===== src/rtl/insn_encoder_pkg.sv =====
// Shared types and RV32I encoding constants for the instruction encoder.
package insn_encoder_pkg;

  localparam int unsigned INSN_W = 32;
  localparam int unsigned REG_W  = 5;
  localparam int unsigned IMM_W  = 13;
  localparam int unsigned OPC_W  = 7;

  typedef enum logic [2:0] {
    ENC_LW  = 3'd0,
    ENC_SW  = 3'd1,
    ENC_AND = 3'd2,
    ENC_OR  = 3'd3,
    ENC_ADD = 3'd4,
    ENC_SUB = 3'd5,
    ENC_BEQ = 3'd6,
    ENC_BLT = 3'd7
  } enc_op_t;

  typedef enum logic [1:0] {
    S_IDLE  = 2'd0,
    S_RUN   = 2'd1,
    S_DRAIN = 2'd2,
    S_DONE  = 2'd3
  } enc_state_t;

  localparam logic [OPC_W-1:0] OP_LOAD   = 7'b0000011;
  localparam logic [OPC_W-1:0] OP_STORE  = 7'b0100011;
  localparam logic [OPC_W-1:0] OP_REG    = 7'b0110011;
  localparam logic [OPC_W-1:0] OP_BRANCH = 7'b1100011;

  localparam logic [2:0] F3_LW_SW   = 3'b010;
  localparam logic [2:0] F3_AND     = 3'b111;
  localparam logic [2:0] F3_OR      = 3'b110;
  localparam logic [2:0] F3_ADD_SUB = 3'b000;
  localparam logic [2:0] F3_BEQ     = 3'b000;
  localparam logic [2:0] F3_BLT     = 3'b100;

  localparam logic [6:0] F7_BASE = 7'b0000000;
  localparam logic [6:0] F7_SUB  = 7'b0100000;

  typedef logic [REG_W-1:0] reg_addr_t;

  typedef struct packed {
    enc_op_t          op;
    reg_addr_t        rs1;
    reg_addr_t        rs2;
    reg_addr_t        rd;
    logic [IMM_W-1:0] imm;
  } enc_req_t;

  function automatic logic [INSN_W-1:0] r_type(input logic [6:0] f7, input reg_addr_t rs2,
                                               input reg_addr_t rs1, input logic [2:0] f3,
                                               input reg_addr_t rd);
    return {f7, rs2, rs1, f3, rd, OP_REG};
  endfunction

endpackage


===== src/rtl/insn_encoder_if.sv =====
// Request channel and instruction-memory write channel of the encoder.
interface insn_encoder_if
  import insn_encoder_pkg::*;
#(
  parameter int unsigned ADDR_W = 8
);
  logic                req_valid;
  logic                req_ready;
  enc_op_t             req_op;
  reg_addr_t           req_rs1;
  reg_addr_t           req_rs2;
  reg_addr_t           req_rd;
  logic [IMM_W-1:0]    req_imm;
  logic                imem_we;
  logic                imem_ready;
  logic [ADDR_W-1:0]   imem_addr;
  logic [INSN_W-1:0]   imem_wdata;

  modport slave (
    input  req_valid, req_op, req_rs1, req_rs2, req_rd, req_imm, imem_ready,
    output req_ready, imem_we, imem_addr, imem_wdata
  );

  modport master (
    output req_valid, req_op, req_rs1, req_rs2, req_rd, req_imm, imem_ready,
    input  req_ready, imem_we, imem_addr, imem_wdata
  );
endinterface


===== src/rtl/insn_enc_fifo.sv =====
// Two-entry FIFO holding {addr,data} write entries; head is read directly from storage.
module insn_enc_fifo #(
  parameter int unsigned W = 40
) (
  input  logic         clk,
  input  logic         rst_n,
  input  logic         push_i,
  input  logic [W-1:0] wdata_i,
  input  logic         pop_i,
  output logic [W-1:0] rdata_o,
  output logic         full_o,
  output logic         empty_o
);
  logic [W-1:0] mem_q [2];
  logic         wr_ptr_q;
  logic         rd_ptr_q;
  logic [1:0]   cnt_q;

  always_ff @(posedge clk or negedge rst_n) begin
    if (!rst_n) begin
      mem_q[0] <= '0;
      mem_q[1] <= '0;
      wr_ptr_q <= 1'b0;
      rd_ptr_q <= 1'b0;
      cnt_q    <= 2'd0;
    end else begin
      if (push_i) begin
        mem_q[wr_ptr_q] <= wdata_i;
        wr_ptr_q        <= ~wr_ptr_q;
      end
      if (pop_i) begin
        rd_ptr_q <= ~rd_ptr_q;
      end
      cnt_q <= cnt_q + 2'(push_i) - 2'(pop_i);
    end
  end

  assign rdata_o = mem_q[rd_ptr_q];
  assign full_o  = (cnt_q == 2'd2);
  assign empty_o = (cnt_q == 2'd0);
endmodule


===== src/rtl/insn_encoder.sv =====
// Encodes symbolic requests into RV32I words and streams them into imem from a base address.
// Optional INSN_ENCODER_CHECKSUM_EN adds an XOR checksum of every word written.
module insn_encoder
  import insn_encoder_pkg::*;
#(
  parameter int unsigned ADDR_W = 8,
  parameter int unsigned LEN_W  = 8
) (
  input  logic              clk,
  input  logic              rst_n,
  input  logic              start,
  input  logic [ADDR_W-1:0] base_addr,
  input  logic [LEN_W-1:0]  length,
  insn_encoder_if.slave     bus,
  output logic              busy,
  output logic              done,
  output logic              err
`ifdef INSN_ENCODER_CHECKSUM_EN
  ,
  output logic [INSN_W-1:0] checksum
`endif
);
  localparam int unsigned ENTRY_W = ADDR_W + INSN_W;

  enc_state_t        state_q, state_d;
  logic [LEN_W-1:0]  remaining_q, remaining_d;
  logic [ADDR_W-1:0] wr_addr_q, wr_addr_d;
  logic              err_q, err_d;
  logic              busy_q, done_q;

  enc_req_t           req;
  logic [INSN_W-1:0]  enc_word;
  logic               enc_reject;
  logic               xfer;
  logic               push;
  logic               pop;
  logic               fifo_full;
  logic               fifo_empty;
  logic [ENTRY_W-1:0] fifo_rdata;

  always_comb begin
    req     = '0;
    req.op  = bus.req_op;
    req.rs1 = bus.req_rs1;
    req.rs2 = bus.req_rs2;
    req.rd  = bus.req_rd;
    req.imm = bus.req_imm;
  end

  // Encoder: each format pulls immediate bits only from its defined positions.
  always_comb begin
    enc_word   = '0;
    enc_reject = 1'b0;
    unique case (req.op)
      ENC_LW: begin
        enc_word   = {req.imm[11:0], req.rs1, F3_LW_SW, req.rd, OP_LOAD};
        enc_reject = req.imm[12] ^ req.imm[11];
      end
      ENC_SW: begin
        enc_word   = {req.imm[11:5], req.rs2, req.rs1, F3_LW_SW, req.imm[4:0], OP_STORE};
        enc_reject = req.imm[12] ^ req.imm[11];
      end
      ENC_AND: enc_word = r_type(F7_BASE, req.rs2, req.rs1, F3_AND, req.rd);
      ENC_OR:  enc_word = r_type(F7_BASE, req.rs2, req.rs1, F3_OR, req.rd);
      ENC_ADD: enc_word = r_type(F7_BASE, req.rs2, req.rs1, F3_ADD_SUB, req.rd);
      ENC_SUB: enc_word = r_type(F7_SUB, req.rs2, req.rs1, F3_ADD_SUB, req.rd);
      ENC_BEQ: begin
        enc_word   = {req.imm[12], req.imm[10:5], req.rs2, req.rs1, F3_BEQ,
                      req.imm[4:1], req.imm[11], OP_BRANCH};
        enc_reject = req.imm[0];
      end
      ENC_BLT: begin
        enc_word   = {req.imm[12], req.imm[10:5], req.rs2, req.rs1, F3_BLT,
                      req.imm[4:1], req.imm[11], OP_BRANCH};
        enc_reject = req.imm[0];
      end
    endcase
  end

  assign bus.req_ready = (state_q == S_RUN) && (remaining_q != '0) && !fifo_full;
  assign xfer          = bus.req_valid && bus.req_ready;
  assign push          = xfer && !enc_reject;
  assign pop           = !fifo_empty && bus.imem_ready;

  insn_enc_fifo #(.W(ENTRY_W)) u_fifo (
    .clk     (clk),
    .rst_n   (rst_n),
    .push_i  (push),
    .wdata_i ({wr_addr_q, enc_word}),
    .pop_i   (pop),
    .rdata_o (fifo_rdata),
    .full_o  (fifo_full),
    .empty_o (fifo_empty)
  );

  assign bus.imem_we    = !fifo_empty;
  assign bus.imem_addr  = fifo_rdata[ENTRY_W-1:INSN_W];
  assign bus.imem_wdata = fifo_rdata[INSN_W-1:0];

  always_comb begin
    state_d     = state_q;
    remaining_d = remaining_q;
    wr_addr_d   = wr_addr_q;
    err_d       = err_q;
    unique case (state_q)
      S_IDLE: begin
        if (start) begin
          state_d     = S_RUN;
          remaining_d = length;
          wr_addr_d   = base_addr;
          err_d       = 1'b0;
        end
      end
      S_RUN: begin
        if (remaining_q == '0) begin
          state_d = S_DRAIN;
        end else if (xfer) begin
          remaining_d = remaining_q - LEN_W'(1);
          // Rejected requests are consumed but leave the write address untouched.
          if (enc_reject) err_d = 1'b1;
          else            wr_addr_d = wr_addr_q + ADDR_W'(1);
        end
      end
      S_DRAIN: begin
        if (fifo_empty) state_d = S_DONE;
      end
      S_DONE: state_d = S_IDLE;
    endcase
  end

  always_ff @(posedge clk or negedge rst_n) begin
    if (!rst_n) begin
      state_q     <= S_IDLE;
      remaining_q <= '0;
      wr_addr_q   <= '0;
      err_q       <= 1'b0;
      busy_q      <= 1'b0;
      done_q      <= 1'b0;
    end else begin
      state_q     <= state_d;
      remaining_q <= remaining_d;
      wr_addr_q   <= wr_addr_d;
      err_q       <= err_d;
      busy_q      <= (state_d != S_IDLE);
      done_q      <= (state_d == S_DONE);
    end
  end

  assign busy = busy_q;
  assign done = done_q;
  assign err  = err_q;

`ifdef INSN_ENCODER_CHECKSUM_EN
  logic [INSN_W-1:0] checksum_q;

  // Cleared on an accepted start, accumulates every completed imem write.
  always_ff @(posedge clk or negedge rst_n) begin
    if (!rst_n) begin
      checksum_q <= '0;
    end else if ((state_q == S_IDLE) && start) begin
      checksum_q <= '0;
    end else if (pop) begin
      checksum_q <= checksum_q ^ fifo_rdata[INSN_W-1:0];
    end
  end

  assign checksum = checksum_q;
`endif
endmodule


===== src/flat_wrapper.sv =====
// flat-port wrapper written by rule: the top's interface ports become plain ports
module insn_encoder_flat import insn_encoder_pkg::*;
#(
  parameter int unsigned ADDR_W = 8,
  parameter int unsigned LEN_W  = 8
)
  (clk, rst_n, start, base_addr, length, busy, done, err, bus_req_valid, bus_req_op, bus_req_rs1, bus_req_rs2, bus_req_rd, bus_req_imm, bus_imem_ready, bus_req_ready, bus_imem_we, bus_imem_addr, bus_imem_wdata);
  insn_encoder_if #(.ADDR_W(ADDR_W)) bus_i ();
  input  logic clk;
  input  logic rst_n;
  input  logic start;
  input  logic [ADDR_W-1:0] base_addr;
  input  logic [LEN_W-1:0] length;
  output logic busy;
  output logic done;
  output logic err;
  input wire logic [$bits(bus_i.req_valid)-1:0] bus_req_valid;
  input wire logic [$bits(bus_i.req_op)-1:0] bus_req_op;
  input wire logic [$bits(bus_i.req_rs1)-1:0] bus_req_rs1;
  input wire logic [$bits(bus_i.req_rs2)-1:0] bus_req_rs2;
  input wire logic [$bits(bus_i.req_rd)-1:0] bus_req_rd;
  input wire logic [$bits(bus_i.req_imm)-1:0] bus_req_imm;
  input wire logic [$bits(bus_i.imem_ready)-1:0] bus_imem_ready;
  output wire logic [$bits(bus_i.req_ready)-1:0] bus_req_ready;
  output wire logic [$bits(bus_i.imem_we)-1:0] bus_imem_we;
  output wire logic [$bits(bus_i.imem_addr)-1:0] bus_imem_addr;
  output wire logic [$bits(bus_i.imem_wdata)-1:0] bus_imem_wdata;
  assign bus_i.req_valid = bus_req_valid;
  assign bus_i.req_op = bus_req_op;
  assign bus_i.req_rs1 = bus_req_rs1;
  assign bus_i.req_rs2 = bus_req_rs2;
  assign bus_i.req_rd = bus_req_rd;
  assign bus_i.req_imm = bus_req_imm;
  assign bus_i.imem_ready = bus_imem_ready;
  assign bus_req_ready = bus_i.req_ready;
  assign bus_imem_we = bus_i.imem_we;
  assign bus_imem_addr = bus_i.imem_addr;
  assign bus_imem_wdata = bus_i.imem_wdata;
  insn_encoder #(.ADDR_W(ADDR_W), .LEN_W(LEN_W)) u_core (.clk(clk), .rst_n(rst_n), .start(start), .base_addr(base_addr), .length(length), .bus(bus_i), .busy(busy), .done(done), .err(err));
endmodule

===== config.mk =====
export PLATFORM = sky130hd
export DESIGN_NAME = insn_encoder_flat
export DESIGN_NICKNAME = d
export VERILOG_FILES = /design/src/rtl/insn_encoder_pkg.sv /design/src/rtl/insn_encoder_if.sv /design/src/rtl/insn_enc_fifo.sv /design/src/rtl/insn_encoder.sv /design/src/flat_wrapper.sv
export SDC_FILE = /design/constraint.sdc
export NUM_CORES = 1
export LEC_CHECK = 0
export BUFFER_PORTS_ARGS = -buffer_cell sky130_fd_sc_hd__buf_2
export CAP_MARGIN = 5
export CORE_UTILIZATION = 50
export DETAILED_ROUTE_END_ITERATION = 12
export PLACE_DENSITY = 0.75
export SLEW_MARGIN = 0
export SYNTH_ARGS = -nofsm -noshare
export SYNTH_HDL_FRONTEND = slang
export SYNTH_SLANG_ARGS = --single-unit

===== constraint.sdc =====
create_clock -name clk -period 4.5 [get_ports clk]
set_input_delay 0.45 -clock clk [delete_from_list [all_inputs] [get_ports clk]]
set_output_delay 0.45 -clock clk [all_outputs]
set_load 0.02 [all_outputs]

==> impl_metrics.json <==
{
  "power_frac_seq_pct": 39.7,
  "synth_edf_count": 0,
  "synthAdderAreaFrac_pct": 1.314,
  "p_sw_w": 0.001714,
  "grt_usage_pct": 21.36,
  "period_minus_slack_ns": 2.894,
  "die-area_um2": 9913,
  "netlist_top_cells_count": "dfrtp_1, nand2_1, o21ai_1, mux2_2, mux2_1",
  "wl_per_cell_um": 15.58,
  "vias": 3444,
  "crit_chain": "nand2b_2 > a311oi_4 > nand4_4 > mux2_1",
  "grt_antenna_before_repair": 1,
  "ys_warn_count": 0,
  "drt_wl_total_mm": 10.03,
  "fin_util_pct": 59.28,
  "r2r_start": "u_core.state_q[1]",
  "cts_resized": 0,
  "cts_buffers": 9,
  "relSlewSlack_pct": 23.96,
  "setup_viol": 0,
  "synth-seq-area-share_pct": 52.05,
  "synthMuxAreaShare_pct": 19.98,
  "rows": 35,
  "synth_top_flop_cell": "dfrtp_1",
  "grt_max_degree": 60,
  "rsz0062_at_grt": "false",
  "critPathKind": "register to register",
  "hp-class": "primary input to asynchronous set/reset pin",
  "synth_top_family_by_area": "multiplexers",
  "clk_latency_ns": 0.36,
  "die_width_um": 99.57,
  "synth_compound_area_share_pct": 11.78,
  "status": "completed",
  "die_y_um": 99.57,
  "rr_endpoint": "u_core.u_fifo.mem_q[30]",
  "fill_cells": 803,
  "pwr-share-comb_pct": 46.7,
  "async_reset_ff_share_pct": 100.0,
  "grt_pass1_wl_mm": 16.42,
  "grt_pass1_vias": 3431,
  "fmax_ghz": 0.3455,
  "gp_congestion": 0.8775,
  "synth_largest_area_cell": "dfrtp_1",
  "ff2ff_path_depth": 4,
  "ios": 97,
  "postSynthAreaPerCell_um2": 11.12,
  "synthSimpleGateAreaFrac_pct": 10.70,
  "tightest_slew_ns": 1.132,
  "drv_cap": 0,
  "core_um2": 9240,
  "area_delta_synth_final_pct": 15.09,
  "slowest_stage": "nand4_4",
  "dr.pass1.iters": 4,
  "p_leak_nw": 2.533,
  "fin_skew_ns": 0.008774,
  "peakVddDrop_mv": 0.4049,
  "cts_hold_buf": 0,
  "power_density_nw_per_um2": 751.3,
  "viasPerCell": 5.348,
  "nets": 567,
  "grt_overflow": 0,
  "drt_iter0_drc": 121,
  "maxSlewViolCount": 0,
  "hpwlAfterDp_mm": 6.867,
  "internal-power_w": 0.002402,
  "slowest_delay_ns": 0.74,
  "cts_tree": "built",
  "rrSetupSlack_ns": 1.61,
  "synth_most_common_cell": "dfrtp_1",
  "htree_levels": 3,
  "synth.area.top_cells": "dfrtp_1, mux2_2, mux2_1, o21ai_1, nand2_1",
  "cp-end-kind": "register",
  "crit_arrival_ns": 3.13,
  "yosysUniqueCellTypes": 54,
  "netlist_area_um2": 4760,
  "worst-path-max-fanout": 55,
  "p_sw_share_pct": 41.64,
  "post_cts_buffers": 0,
  "hold_viol": 0,
  "synth-seq-cells": 99,
  "clock-sinks": 99,
  "clkSlewWorstSetupHoldPaths_ns": 0.09,
  "critPathLaunchType": "register",
  "worstPathRequired_ns": 4.74,
  "setup_tns_ns": 0,
  "whs_ns": 0.1470,
  "io_buffers": 94,
  "p_clk_share_pct": 13.6,
  "synth_top_area_share_pct": 52.05,
  "yosys.area_share.xor_xnor_pct": 0.9201,
  "drc": 0,
  "clock_path_buffers": 2,
  "fin_crit_sh_pct": 64.32,
  "drive_above_1_share_pct": 32.30,
  "cts_root_buf": "clkbuf_8",
  "syn_inst": 428,
  "ant_nets": 0,
  "initial_core_util_pct": 51.51
}
[cell type report]
| class | count | area [um^2] | share of cell area (%) |
|---|---|---|---|
| antenna | 1 | 2.502 | 0.04568 |
| clock buffer | 10 | 127.6 | 2.330 |
| clock inverter | 5 | 62.56 | 1.142 |
| inverter | 6 | 22.52 | 0.4111 |
| multi-input combinational | 298 | 2135 | 38.97 |
| sequential | 99 | 2479 | 45.25 |
| tap | 129 | 161.4 | 2.947 |
| timing repair buffer | 96 | 488.0 | 8.908 |
[metrics by stage]
stage	total power, W	instance area (um^2)	setup slack (ns)	instances
final	0.004115	5478	1.606	644
after global routing	0.004424	5475	1.359	643
after CTS	0.004157	5475	1.600	643
after detailed placement	0.003582	5285	1.627	628
after global placement	0.003507	5285	1.720	628
after floorplan	0.003041	4763	2.045	429
[how the worst max path moves through the flow]
| stage | startpoint | end | slack (ns) | cells past startpoint |
|---|---|---|---|---|
| after floorplan | u_core.state_q[1] | u_core.u_fifo.cnt_q[1] | 2.05 | 10 |
| after global placement | u_core.state_q[1] | u_core.u_fifo.mem_q[19] | 1.72 | 4 |
| after detailed placement | u_core.state_q[1] | u_core.u_fifo.mem_q[35] | 1.63 | 4 |
| after CTS | u_core.state_q[1] | u_core.u_fifo.mem_q[30] | 1.60 | 4 |
| after global routing | u_core.state_q[1] | u_core.u_fifo.mem_q[30] | 1.36 | 4 |
| final | u_core.state_q[1] | u_core.u_fifo.mem_q[30] | 1.61 | 4 |
[metal layers]
layer	GRT usage (%)	wire [um]	vias to the layer above
met5	0	17	-
met4	4.638	62	2
met3	6.395	536	8
met2	35.26	4700	112
met1	27.93	4714	1646
li1	-	-	1676
[power groups by stage]
stage | Clock [W] | Sequential (W) | Combinational (W)
2_1_floorplan | 0 | 0.00150 | 0.00154
5_1_grt | 0.000617 | 0.00169 | 0.00212
3_3_place_gp | 0 | 0.00162 | 0.00189
4_1_cts | 0.000581 | 0.00164 | 0.00194
6_report | 0.000559 | 0.00163 | 0.00192
3_5_place_dp | 0 | 0.00165 | 0.00193
[cells in the final DEF, fill, tap and decap left out, drive strengths merged, types with 3 or more instances in the layout]
master | Yosys | layout
a311oi | 3 | 3
mux2 | 74 | 74
a22oi | 4 | 4
o21ai | 52 | 52
o22ai | 5 | 5
nand3 | 3 | 3
dfrtp | 99 | 99
nand2 | 55 | 55
buf | 18 | 96
and3 | 3 | 3
nor2 | 21 | 21
xnor2 | 3 | 3
nor3 | 7 | 7
mux2i | 11 | 11
a211oi | 3 | 3
a21oi | 14 | 14
and2 | 4 | 4
clkbuf | 8 | 10
ha | 5 | 5
nand2b | 4 | 4
inv | 6 | 8
[critical path, delay by kind of cell, from the launching register on]
kind | cells | cell delay [ns]
compound gates | 1 | 0.56
flops | 1 | 0.44
mux | 1 | 0.60
simple gates | 2 | 1.15
[logic make-up (layout without fill, tap and decap cells)]
kind of cell | Yosys count | after routing
buffers and inverters | 32 | 117
AO/OA/AOI/OAI | 92 | 92
AND/OR/NAND/NOR | 109 | 109
other | 1 | 3
XOR/XNOR | 5 | 5
adder cells (fa/ha/maj) | 5 | 5
multiplexers | 85 | 85
flip-flops | 99 | 99
[registers in the layout (all words and copies together), names as in the netlist]
| register | flops |
|---|---|
| u_core.done | 1 |
| u_core.u_fifo.wr_ptr_q | 1 |
| u_core.u_fifo.rd_ptr_q | 1 |
| u_core.busy | 1 |
| u_core.state_q | 2 |
| u_core.wr_addr_q | 8 |
| u_core.remaining_q | 8 |
| u_core.u_fifo.cnt_q | 2 |
| u_core.err | 1 |
| u_core.u_fifo.mem_q | 74 |
Power figures use the tool's default switching activity.
